[config.mk]
export PLATFORM = sky130hd
export DESIGN_NAME = bcd_scan_counter
export DESIGN_NICKNAME = d
export VERILOG_FILES = /design/src/rtl/bcd_scan_counter_pkg.sv /design/src/rtl/bcd_decade.sv /design/src/rtl/bcd_scan_counter.sv
export SDC_FILE = /design/constraint.sdc
export NUM_CORES = 1
export LEC_CHECK = 0
export BUFFER_PORTS_ARGS = -buffer_cell sky130_fd_sc_hd__clkbuf_2
export CORE_ASPECT_RATIO = 1.5
export CORE_MARGIN = 2
export CORE_UTILIZATION = 40
export DETAILED_ROUTE_END_ITERATION = 10
export GPL_TIMING_DRIVEN = 0
export REMOVE_ABC_BUFFERS = 1
export SLEW_MARGIN = 20
export SYNTH_ARGS = -nofsm -noshare
export SYNTH_HDL_FRONTEND = slang
export SYNTH_SLANG_ARGS = --single-unit
[constraint.sdc]
create_clock -name clk -period 2.5 [get_ports clk]
set_clock_uncertainty 0.1 [all_clocks]
set_input_delay 0.125 -clock clk [delete_from_list [all_inputs] [get_ports clk]]
set_output_delay 0.125 -clock clk [all_outputs]
set_load 0.02 [all_outputs]
[src/rtl/bcd_scan_counter_pkg.sv]
// rtl/bcd_scan_counter_pkg.sv - shared widths, constants and types for the BCD scan counter
package bcd_scan_counter_pkg;

    localparam int NUM_DIGITS = 4;
    localparam int BCD_W      = 4;
    localparam int SCAN_CNT_W = 20;

    typedef logic [BCD_W-1:0] bcd_digit_t;

    localparam bcd_digit_t                BCD_MAX    = 4'd9;
    localparam logic [NUM_DIGITS-1:0]     AN_ALL_OFF = 4'b1111;

    // Active-low one-hot enable for the selected digit slot.
    function automatic logic [NUM_DIGITS-1:0] an_select(input logic [1:0] idx);
        return ~(4'b0001 << idx);
    endfunction

endpackage

[src/rtl/bcd_decade.sv]
// rtl/bcd_decade.sv - single-digit up/down BCD register with carry/borrow out
module bcd_decade
    import bcd_scan_counter_pkg::*;
(
    input  logic       clk,
    input  logic       reset,
    input  logic       clear,
    input  logic       step_in,
    input  logic       up,
    output bcd_digit_t value,
    output logic       step_out
);

    bcd_digit_t value_q;
    bcd_digit_t value_d;

    // Carry/borrow ripples combinationally so all decades settle in one cycle.
    assign step_out = step_in && (up ? (value_q == BCD_MAX) : (value_q == '0));
    assign value    = value_q;

    always_comb begin
        value_d = value_q;
        if (step_in) begin
            if (up) begin
                value_d = (value_q == BCD_MAX) ? '0 : value_q + 4'd1;
            end else begin
                value_d = (value_q == '0) ? BCD_MAX : value_q - 4'd1;
            end
        end
    end

    always_ff @(posedge clk) begin
        if (reset || clear) begin
            value_q <= '0;
        end else begin
            value_q <= value_d;
        end
    end

endmodule

[src/rtl/bcd_scan_counter.sv]
// rtl/bcd_scan_counter.sv - four-decade BCD up/down counter with multiplexed digit scan
module bcd_scan_counter
    import bcd_scan_counter_pkg::*;
#(
    parameter int unsigned SCAN_DIV = 50000,
    parameter int unsigned BLANK_LZ = 1
) (
    input  logic                  clk,
    input  logic                  reset,
    input  logic                  clear,
    input  logic                  en,
    input  logic                  up,
    output logic [BCD_W-1:0]      digit_out,
    output logic [NUM_DIGITS-1:0] an,
    output logic                  ovf
);

    localparam logic [SCAN_CNT_W-1:0] DIV_LAST = SCAN_CNT_W'(SCAN_DIV - 1);

    logic [NUM_DIGITS:0]     step;
    bcd_digit_t              digit [NUM_DIGITS];

    logic                    ovf_q;
    logic                    ovf_d;
    logic [SCAN_CNT_W-1:0]   div_q;
    logic [SCAN_CNT_W-1:0]   div_d;
    logic [1:0]              idx_q;
    logic [1:0]              idx_d;
    logic [NUM_DIGITS-1:0]   lz;
    logic                    zero_above;

    assign step[0] = en;

    for (genvar g = 0; g < NUM_DIGITS; g++) begin : g_decade
        bcd_decade u_decade (
            .clk      (clk),
            .reset    (reset),
            .clear    (clear),
            .step_in  (step[g]),
            .up       (up),
            .value    (digit[g]),
            .step_out (step[g+1])
        );
    end

    // A step leaving the top decade is a full-range wrap in either direction.
    always_comb begin
        ovf_d = step[NUM_DIGITS] && !clear;
    end

    always_comb begin
        div_d = div_q + 20'd1;
        idx_d = idx_q;
        if (div_q >= DIV_LAST) begin
            div_d = '0;
            idx_d = idx_q + 2'd1;
        end
    end

    always_ff @(posedge clk) begin
        if (reset) begin
            ovf_q <= 1'b0;
            div_q <= '0;
            idx_q <= '0;
        end else begin
            ovf_q <= ovf_d;
            div_q <= div_d;
            idx_q <= idx_d;
        end
    end

    // lz[i] is set when digit i and every digit above it are zero; digit 0 never blanks.
    always_comb begin
        lz         = '0;
        zero_above = 1'b1;
        for (int i = NUM_DIGITS - 1; i >= 1; i--) begin
            zero_above = zero_above && (digit[i] == '0);
            lz[i]      = zero_above;
        end
    end

    always_comb begin
        digit_out = digit[idx_q];
        an        = an_select(idx_q);
        if ((BLANK_LZ != 0) && lz[idx_q]) begin
            an = AN_ALL_OFF;
        end
    end

    assign ovf = ovf_q;

endmodule

# Word-level counts from Yosys, hierarchy flattened
# Cells that the tools add are included.
# W data, S select, Z words.
# totals
regBits,39
latchBits,0
mem_count,0
ram_bits,0
romBits,0
out_inout_bits,9
input_bits,5
# classes
div,0
n_addsub,10
shift,1
n_mux,22
bitwise_logic,2
n_eq_ne,4
n_mul,0
magnitude_cmp,3
n_reduce_logical,14
# op_table
cell,count
$mux W4,15
$add A20 B1 Y20 const B,1
$ge A20 B16 Y1 const B,1
$add A4 B1 Y4 const B,4
$eq A4 B4 Y1 const B,4
$logic_not A4 Y1,4
$sub A4 B1 Y4 const B,4
$bmux W4 S2,1
$logic_and A1 B1 Y1,7
$mux W1,5
$not A4 Y4,1
$shl A1 B2 Y4 const A,1
$ge A3 B3 Y1 const B,1
$lt A2 B3 Y1 const B,1
$not A2 Y3,1
$add A2 B1 Y2 const B,1
$bmux W1 S2,1
$reduce_or A2 Y1,1
$logic_not A1 Y1,1
$logic_or A1 B1 Y1,1

# Longest topological paths before layout
# depth
depth_word,7
depth_mapped,8
ltp_nobuf,6

# Cells and area by module
# Synthesis repeated with hierarchy kept, for this count alone.
# hier_totals
cells_unflattened,271
area_unflattened_um2,2422.3
# modules_own_cells
module,seq_area_each_um2,cells_each,instances,area_each_um2
bcd_decade,80.1,38,4,315.3
bcd_scan_counter,460.4,119,1,1161.1

# Worst setup path before layout
# No wires, ideal clock.
# synth_timing
path_kind,register to register
start,register div_q[0]
end,register div_q[14]
t_arrival_ps,1539
setup_slack_ps,747
stages_incl_launch_ff,9
path_buffers,2
required_time_ps,2285
synth_period_minus_slack_ps,1753
path_cell_list,dfxtp_1 > ha_1 > nand3_1 > o41ai_1 > a311oi_2 > nand2b_1 > buf_6 > buf_8 > nor2_1
# synth_via
elab_chain_cells,2
word_cells_on_any_way,3
classes_between,1 x add/sub; 1 x order compare; 1 x reduce/logical
# synth_rtl
element,line,source
start: declaration,bcd_scan_counter.sv:25,logic [SCAN_CNT_W-1:0] div_q;
start signal: assignment,bcd_scan_counter.sv:67,div_q <= div_d;
$ge A20 B16 Y1,bcd_scan_counter.sv:54,if (div_q >= DIV_LAST) begin
$reduce_or A2 Y1 (no line),-,
# Parallel ways exist; a longest one is shown, timed or not.
# A chain may end at the register's enable or synchronous reset.

# Worst setup path after layout
# layout_timing
start,register g_decade[0].u_decade.value_q[0]
end,register g_decade[2].u_decade.value_q[1]
# layout_via
elab_chain_cells,4
word_cells_on_any_way,5
classes_between,1 x eq/ne; 1 x mux; 3 x reduce/logical
# layout_rtl
element,line,source
start: declaration,bcd_decade.sv:14,bcd_digit_t value_q;
start signal: assignment,bcd_decade.sv:36,value_q <= value_d;
$eq A4 B4 Y1 or $logic_not A4 Y1 (tied branches),bcd_decade.sv:18,assign step_out = step_in && (up ? (value_q == BCD_MAX) : (value_q == '0));
$mux W1 *,bcd_decade.sv:18,
$logic_and A1 B1 Y1 * (2 in a row),bcd_decade.sv:18,
end signal: assignment,bcd_decade.sv:36,
end: declaration,bcd_decade.sv:14,
# Every way passes the cells marked *; elsewhere a longest branch is shown, timed or not.

==> impl_metrics.toml <==
[layout]
fin_nets = 300
n_antenna_cell = 0
drive_above_1_share_pct = 10.38
syn_to_final_growth_pct = 5.424
final_cells = 361
multiInputGateArea_sq_mm = 0.001415
nFillCells = 597
seqCellArea_sq_um = 780.7

[placement]
gp_congestion = 0.7446
dp_cells = 354
place_ws_ns = -0.3049
place_hpwl_um = 3336
io_buffers = 13

[yosys]
synth_top_area_share_pct = 33.51
synth_top_area_cell = "dfxtp_1"
yosys-top-cells-area = "dfxtp_1 34%, nor2_1 6.9%, xnor2_1 5.6%"
syn_inst = 290
ys_async_sr_fraction_pct = 0
synth_commonest_cells = "43 x nor2_1, 39 x dfxtp_1, 21 x nand2_1, 21 x nand3_1"
syn-cell-area_sq_mm = 0.002330
synth_edf_count = 0
ys_types = 50
synth_ff_type = "dfxtp_1"
ys_seq_area_share_pct = 33.51
synth-seq-cells = 39
avgSynthCellArea_sq_um = 8.034
yosys.cell_count.top_type = "nor2_1"
yosys_warnings = 0

[global_route]
grt_pass1_wl_um = 8224
grt_use_total_pct = 16.24
grt_overflow_total = 0
grt_start_max_net_pins = 44
antenna_found_initial = 0
grt_pass1_vias = 1815

[timing]
setup-tns-final_ns = 0
setup_viol = 0
slew_violations = 0
fmax_ghz = 0.4357
final_hold_viol_count = 0
timing.slew.headroom_pct = 43.44
rsz0062_at_grt = "no"
worstMarginPinSlew_ns = 0.8484
period_share_pct = 91.81
setup_ws_ns = 0.2046
post-route-min-period_ns = 2.295

[cts]
cts_tree = "built"
root_buffer = "clkbuf_8"
cts_max_path_buffers = 2
h-tree-depth = 2
cts_buffers = 5
post_cts_buffers = 0
cts_sinks = 39
cts.reportedPaths.clkPinSlew_ns = 0.08
clk_latency_ns = 0.29

[floorplan]
fp.dieH_um = 97.47
die_w_um = 66.31
rows = 34
coreArea_sq_mm = 0.005700
start_util_pct = 40.87
ios = 14
dieArea_sq_mm = 0.006463

[worst_setup_path]
path_buf_inv = 0
crit_family = "simple AND/OR/NAND/NOR gates"
crit_path_start_kind = "register"
cp.arrival_ns = 2.41
worstPathCellList = "or3_1, a21boi_2, and3_1, a21oi_1, a311oi_2"
path_max_fanout = 13
critPathSlowestCell = "or3_1"
required_ns = 2.61
cpPeakStageDelay_ns = 0.46
end_kind = "register"
critical_path_class = "reg2reg"

[power]
p_per_area_mw_per_mm2 = 481.7
p_leak_nw = 0.8546
ir_worst_vdd_uv = 270.9
p_total_w = 0.001183

[routing]
ant_nets = 0
drtIter0Drc = 59
vias = 1972
drcViolationCount = 0
routed_wl_um = 4827
first_pass_iters = 4
vias_per_cell = 5.463
wl_per_cell_um = 13.37

[status]
outcome = "finished clean"

[min_path]
hold_path.class = "in2reg"

[flow_run]
maxCapViolations = 0
## worst reg2reg max path, cell delays in order (launching register included)
cell and delay [ns]:
dfxtp_1 0.45, or3_1 0.46, a21boi_2 0.43, and3_1 0.39, a21oi_1 0.14, a311oi_2 0.25
## cells by family after synthesis
logic type | Yosys count | synth area share, %
flops | 39 | 33.51
mux | 7 | 5.156
compound gates | 53 | 15.25
simple gates | 130 | 27.44
other cells | 1 | 0.1610
fa+ha+maj | 5 | 2.685
buf+inv | 30 | 6.390
xor+xnor | 25 | 9.398
## layout by cell type, fill, tap and decap left out, types with 5 or more instances in the layout
cell type	count
xnor2_1	15
dfxtp_1	39
o21ai_0	15
ha_1	5
nor3_1	8
and3_1	5
nor2_1	43
xor2_1	10
clkbuf_2	13
inv_1	6
clkbuf_8	5
nand3_1	21
nand2_1	21
a21oi_1	14
## layout make-up
class,instances,share of cell area [%]
multi-input cells,224,57.62
flip-flops and latches,39,31.79
well taps,72,3.668
repair buffers,14,3.057
clock buffers,6,2.955
inverters,6,0.9170
## per-layer routing
metal	wire, um	up-vias	track usage, %	part of all wire [%]
li1	-	1010	-	-
met1	2147	927	17.84	44
met2	2460	28	29.54	51
met3	135	7	3.244	2.8
met4	83	0	6.122	1.7
met5	0	-	0	0
## stage by stage
step	utilization, %	hold WS (ns)	instance area, sq um
finish	43.09	0.02857	2456
global route	43.09	0.06962	2456
CTS	43.09	0.03450	2456
detailed placement	41.57	0.2871	2370
global placement	41.57	0.2942	2370
floorplan	-	0.09738	2215
## power breakdown
part           switching [W]  internal (W)  total [W]  leakage, nW
logic              0.0000787     0.0000541   0.000133        0.501
clock network       0.000208      0.000186   0.000394       0.0371
registers          0.0000233      0.000633   0.000656        0.317
total               0.000310      0.000873    0.00118        0.855
## worst paths after layout
kind | slack [ns] | endpoint | startpoint | depth (start not counted)
max | 0.20 | g_decade[2].u_decade.value[1]$_SDFFE_PP0P_ | g_decade[0].u_decade.value[0]$_SDFFE_PP0P_ | 5
min | 0.03 | g_decade[0].u_decade.value[3]$_SDFFE_PP0P_ | clear | 4
max reg2reg | 0.20 | g_decade[2].u_decade.value[1]$_SDFFE_PP0P_ | g_decade[0].u_decade.value[0]$_SDFFE_PP0P_ | 5
min reg2reg | 0.37 | div_q[0]$_SDFF_PP0_ | div_q[0]$_SDFF_PP0_ | 1
## state kept, by name, indices dropped and copies added, names as in the netlist
signal                   count
div_q                       20
g_decade.u_decade.value     16
idx_q                        2
ovf                          1
## repair_timing
item                                   CTS  global route
gates resized for setup                  1             0
hold buffers                             1             0
setup endpoints to repair                1             0
endpoints found under the hold margin    2             0
(Power assumes the default switching activity.)
